### src/rtl/uart_pkg.sv
// uart_pkg: shared state encoding and constants for the parameterised UART receiver.
// The PARITY state exists only when UART_RX_PARITY_EN is defined.
package uart_pkg;

    localparam int RX_MIN_PERIOD  = 4;
    localparam int RX_SYNC_STAGES = 2;

    typedef enum logic [2:0] {
        IDLE   = 3'd0,
        START  = 3'd1,
        DATA   = 3'd2,
`ifdef UART_RX_PARITY_EN
        PARITY = 3'd3,
`endif
        STOP   = 3'd4,
        DONE   = 3'd5
    } rx_param_state_t;

endpackage

### src/rtl/uart_rx_bit_timer.sv
// uart_rx_bit_timer: per-bit period counter with mid-bit and end-of-bit strobes.
module uart_rx_bit_timer #(
    parameter int DIV_W = 16
) (
    input  logic             clk,
    input  logic             rst,
    input  logic             clr,
    input  logic [DIV_W-1:0] period,
    output logic             half,
    output logic             fin
);

    logic [DIV_W-1:0] count;

    assign half = count == (period >> 1);
    assign fin  = count == period - DIV_W'(1);

    // Restarting at the end of each bit keeps the counter from ever wrapping.
    always_ff @(posedge clk or posedge rst)
        if (rst)
            count <= '0;
        else
            count <= (clr || fin) ? '0 : count + DIV_W'(1);

endmodule

### src/rtl/uart_rx_param.sv
// uart_rx_param: UART receiver with runtime bit period, sticky error flags and ack handshake.
// Optional parity checking is compiled in with UART_RX_PARITY_EN.
module uart_rx_param
    import uart_pkg::*;
#(
    parameter int DATA_W = 8,
    parameter int DIV_W  = 16
) (
    input  logic              clk,
    input  logic              rst,
    input  logic              rx_i,
    input  logic [DIV_W-1:0]  bit_period_i,
    input  logic              parity_odd_i,
    input  logic              ack_i,
    output logic [DATA_W-1:0] data_o,
    output logic              valid_o,
    output logic              frame_err_o,
    output logic              parity_err_o,
    output logic              overrun_o,
    output logic              busy_o
);

    if (DATA_W < 5 || DATA_W > 9) begin : g_bad_width
        $error("uart_rx_param: DATA_W must be 5..9");
    end

    rx_param_state_t state, next;

    logic [RX_SYNC_STAGES-1:0] sync_q;
    logic rxs, rxs_d;
    logic [DIV_W-1:0] period_q;
    logic half, fin, clr, last;
    logic [DATA_W-1:0] sh;
    logic [3:0] bit_cnt;
    logic ferr_q;

    assign rxs  = sync_q[RX_SYNC_STAGES-1];
    assign last = bit_cnt == 4'(DATA_W - 1);
    assign clr  = state == IDLE || state != next;

    always_ff @(posedge clk or posedge rst)
        if (rst) begin
            sync_q <= '1;
            rxs_d  <= 1'b1;
        end else begin
            sync_q <= {sync_q[RX_SYNC_STAGES-2:0], rx_i};
            rxs_d  <= rxs;
        end

    uart_rx_bit_timer #(.DIV_W(DIV_W)) u_timer (
        .clk    (clk),
        .rst    (rst),
        .clr    (clr),
        .period (period_q),
        .half   (half),
        .fin    (fin)
    );

    always_ff @(posedge clk or posedge rst)
        if (rst)
            state <= IDLE;
        else
            state <= next;

    always_comb begin
        next = state;
        case (state)
            IDLE:    next = (!rxs && rxs_d) ? START : IDLE;
            START:   next = half ? (rxs ? IDLE : DATA) : START;
`ifdef UART_RX_PARITY_EN
            DATA:    next = (fin && last) ? PARITY : DATA;
            PARITY:  next = fin ? STOP : PARITY;
`else
            DATA:    next = (fin && last) ? STOP : DATA;
`endif
            STOP:    next = fin ? DONE : STOP;
            DONE:    next = IDLE;
            default: next = IDLE;
        endcase
    end

    always_comb busy_o = state != IDLE;

    // Acknowledge is applied before the DONE update so a same-cycle ack never overruns.
    always_ff @(posedge clk or posedge rst)
        if (rst) begin
            period_q    <= '0;
            sh          <= '0;
            bit_cnt     <= '0;
            ferr_q      <= 1'b0;
            data_o      <= '0;
            valid_o     <= 1'b0;
            frame_err_o <= 1'b0;
            overrun_o   <= 1'b0;
        end else begin
            if (state == IDLE && next == START)
                period_q <= bit_period_i;
            if (state == START) begin
                bit_cnt <= '0;
                ferr_q  <= 1'b0;
            end
            if (state == DATA && fin) begin
                sh      <= {rxs, sh[DATA_W-1:1]};
                bit_cnt <= bit_cnt + 4'd1;
            end
            if (state == STOP && fin)
                ferr_q <= !rxs;
            if (ack_i) begin
                valid_o     <= 1'b0;
                frame_err_o <= 1'b0;
                overrun_o   <= 1'b0;
            end
            if (state == DONE) begin
                if (valid_o && !ack_i)
                    overrun_o <= 1'b1;
                else begin
                    data_o      <= sh;
                    valid_o     <= 1'b1;
                    frame_err_o <= ferr_q;
                end
            end
        end

`ifdef UART_RX_PARITY_EN
    logic perr_q;

    always_ff @(posedge clk or posedge rst)
        if (rst) begin
            perr_q       <= 1'b0;
            parity_err_o <= 1'b0;
        end else begin
            if (state == START)
                perr_q <= 1'b0;
            if (state == PARITY && fin)
                perr_q <= rxs != (^sh ^ parity_odd_i);
            if (ack_i)
                parity_err_o <= 1'b0;
            if (state == DONE && !(valid_o && !ack_i))
                parity_err_o <= perr_q;
        end
`else
    logic unused_parity;

    assign unused_parity = parity_odd_i;
    assign parity_err_o  = 1'b0;
`endif

endmodule

### config.mk
export PLATFORM = sky130hd
export DESIGN_NAME = uart_rx_param
export DESIGN_NICKNAME = d
export VERILOG_FILES = /design/src/rtl/uart_pkg.sv /design/src/rtl/uart_rx_bit_timer.sv /design/src/rtl/uart_rx_param.sv
export SDC_FILE = /design/constraint.sdc
export NUM_CORES = 1
export LEC_CHECK = 0
export ABC_AREA = 1
export CAP_MARGIN = 20
export CORE_MARGIN = 3
export CORE_UTILIZATION = 45
export DETAILED_ROUTE_END_ITERATION = 6
export PLACE_DENSITY_LB_ADDON = 0.2
export SLEW_MARGIN = 40
export SYNTH_ARGS = -nofsm -noshare
export SYNTH_HDL_FRONTEND = slang
export SYNTH_SLANG_ARGS = --single-unit
### constraint.sdc
create_clock -name clk -period 2.25 [get_ports clk]
set_clock_uncertainty 0.2 [all_clocks]
set_input_delay 0.3375 -clock clk [delete_from_list [all_inputs] [get_ports clk]]
set_output_delay 0.3375 -clock clk [all_outputs]
set_load 0.05 [all_outputs]
==> out/results.txt <==
status = finished, violations left
violated checks = setup timing
Synth cell types = 36
Final Hold Viols = 0
clk root buf = clkbuf_8
row count = 32
setup TNS = -615.3 ps
slowest CP cell = dfrtp_2
die area = 9150 um2
post-synthesis xor/xnor area fraction = 7.264%
number of detailed-route iterations in the first pass = 4
detailed-route wire length = 7.719 mm
Num CTS Buffers = 9
n_diodes = 0
Seq/Total Area, Yosys = 43.00%
# port buffers = 31
clock transition at the registers of the reported paths = 80 ps
Mapped Cells = 458
compound-gate portion of the synthesized area = 6.261%
CTS tree = built
layout cell share with drive strength beyond 1 = 25.33%
Detail Route Antenna Nets = 0
CP Class = flip-flop to flip-flop
vias in the first global route = 3,066
# IOs = 34
Yosys reg bits = 62
VDD IR-drop max = 0.4719 mV
GRT Util Overall = 18.72%
die height = 95.66 um
routability congestion estimate = 0.8430
Detailed Place HPWL = 5.544 mm
largest family of logic cells by synthesized area = simple AND/OR/NAND/NOR gates
critical path launch point type = flip-flop
crit path capture type = flip-flop
area grow syn2layout = 30.20%
via count = 3,037
# H-tree levels = 3
Core Box Area = 7767 um2
Pleak = 0.002082 uW
most common cell after layout, fill and taps aside = nand2_1
Initial DRC Count = 87
syn avg cell area = 7.898 um2
min setup slack post-route = -46.45 ps
antenna violations before repair = 0
total gr overflow = 0
Synth Net Count = 482
MaxCap Viol Count = 0
fmax = 435.5 MHz
Power Density = 876.4 nW/um2
final worst path period share = 102.1%
Yosys warning total = 0
footprint of the multi-input gates = 1949 um2
Mapped Area = 3617 um2
Synth Area in Simple Gates = 33.76%
CTS hold repair buffers = 0
multiplexer share of the synthesized area = 0.3113%
clk sinks = 62
first-pass GRT wire length = 13.24 mm
Initial Util = 46.57%
CP arrival = 2340 ps
routed len/inst = 12.23 um
Yosys top cell area share = 40.82%
post-synth top area cell = dfrtp_1
vias per cell = 4.813
Post-route DRC = 0
final setup vio count = 16
Storage cell area = 1560 um2
Hold Crit Class = input pin to asynchronous set/reset pin
Post-synth EDFFs = 0
Area contributors post-synth = dfrtp_1, nand2_1, inv_1
Clock Latency Late Sink = 350 ps
commonest cells after routing, fill and taps aside = nand2_1, inv_1, dfrtp_1
clk buf depth = 2
Chip Width = 95.66 um
largest net degree at the start of global routing = 63
Slew Limit Fails = 0
post-synthesis async set-or-reset flop share = 100.0%
Tmin final = 2296 ps
Crit Path Max Fanout = 6
ys flop type = dfrtp_1
Adder-Cell Fraction of Synth Area = 1.038%
RSZ-0062 raised after global routing = true
critical path required time = 2300 ps
CP max stage delay = 450 ps
max_slew headroom = 66.87%
fill cell count = 700
Final #Nets = 548
final hold slack = 157.3 ps
worst path cell trace = nor2_2, nand2_2, nor2_4, nand2_1, nand2_1, nand2_2, nor2_2, nand2_1, nor2_2, nand3_2, nand3_2, nand2_2, nand3_4, buf_8, nor2_1
Slew @ Worst Pin = 495.4 ps
==> cells in the mapped netlist (2+ instances only) <==
| library cell | instances |
|---|---|
| nor2_4 | 15 |
| nor2_2 | 4 |
| o21ai_1 | 12 |
| xor2_1 | 16 |
| buf_6 | 2 |
| nor2_1 | 43 |
| dfrtp_1 | 59 |
| inv_1 | 57 |
| ha_1 | 3 |
| o21ai_0 | 29 |
| clkbuf_1 | 4 |
| nand3_1 | 24 |
| o22ai_1 | 2 |
| dfstp_2 | 3 |
| nand3b_1 | 4 |
| xnor2_1 | 14 |
| inv_2 | 4 |
| nand4_1 | 10 |
| nand2_2 | 4 |
| nand3_2 | 2 |
| nand2_4 | 2 |
| nor3_2 | 2 |
| nor3_1 | 5 |
| nand2_1 | 126 |
==> registers in the layout, indices dropped and copies added (netlist names) <==
name           count
period_q          16
frame_err_o        1
overrun_o          1
data_o             8
sh                 8
valid_o            1
ferr_q             1
u_timer.count     16
sync_q             2
rxs_d              1
bit_cnt            4
state              3
==> worst max-delay path, delay by kind of cell (launching register included) <==
kind	cells	cell delay, ps
and+or+nand+nor	14	1390
DFF	1	450
buffers and inverters	1	150
==> final timing paths <==
kind,from,end,slack [ps],depth (start not counted)
hold reg to reg,sync_q[0]$_DFF_PP1_,sync_q[1]$_DFF_PP1_,160,0
setup / recovery,period_q[6]$_DFFE_PP0P_,u_timer.count[0]$_DFF_PP0_,-50,15
setup reg to reg,period_q[6]$_DFFE_PP0P_,u_timer.count[0]$_DFF_PP0_,-50,15
max in group asynchronous,rst,sync_q[0]$_DFF_PP1_,1360,3
hold / removal,rst,data_o[4]$_DFFE_PP0P_,160,3
min in group clk,sync_q[0]$_DFF_PP1_,sync_q[1]$_DFF_PP1_,160,0
==> where the power goes <==
group | switching, uW | internal (uW) | leakage [uW]
clock network | 469 | 512 | 0.0000879
logic | 932 | 743 | 0.00118
registers | 210 | 1260 | 0.000815
total | 1610 | 2520 | 0.00208
==> layer usage <==
layer	share of wire (%)	GRT usage [%]	vias up	wire length, um
met2	47	30.52	46	3659
met5	0	0	-	0
met3	4.4	5.288	14	337
li1	-	-	1560	-
met1	46	23.54	1417	3569
met4	2.0	6.991	0	152
==> logic make-up (layout without fill, tap and decap cells) <==
kind of cell / Yosys count / after routing
buffers and inverters: 70 / 141
and+or+nand+nor: 247 / 247
muxes: 1 / 1
other: 1 / 1
adders and majority gates: 3 / 3
AOI/OAI and AO/OA: 44 / 44
xor gates and xnor gates: 30 / 30
DFF: 62 / 62
==> timing repair <==
item / in CTS / in global routing
pin swaps: 15 / 2
setup buffers: 7 / 0
endpoints found under the setup margin: 26 / 30
gates cloned: 1 / 1
gates resized for setup: 24 / 35
==> cell type report <==
cell class / instances / area share, %
Timing Repair Buffer: 64 / 13.71
Clock inverter: 7 / 1.567
Multi-Input combinational cell: 326 / 41.39
Sequential cell: 62 / 33.13
Inverter: 61 / 4.862
Clock buffer: 9 / 2.630
Tap cell: 102 / 2.710
==> per-stage QoR <==
| stage | total power (uW) | instances | instance area [um2] | setup WS [ps] | util [%] |
|---|---|---|---|---|---|
| floorplan | 2508 | 458 | 3617 | 24.62 | - |
| global placement | 2907 | 608 | 4215 | -50.48 | 54.27 |
| detailed placement | 2930 | 608 | 4215 | -64.67 | 54.27 |
| CTS | 4099 | 632 | 4571 | -26.97 | 58.84 |
| global route | 4419 | 631 | 4710 | -181.9 | 60.63 |
| finish | 4128 | 631 | 4710 | -46.45 | 60.63 |
(Power assumes the default switching activity.)
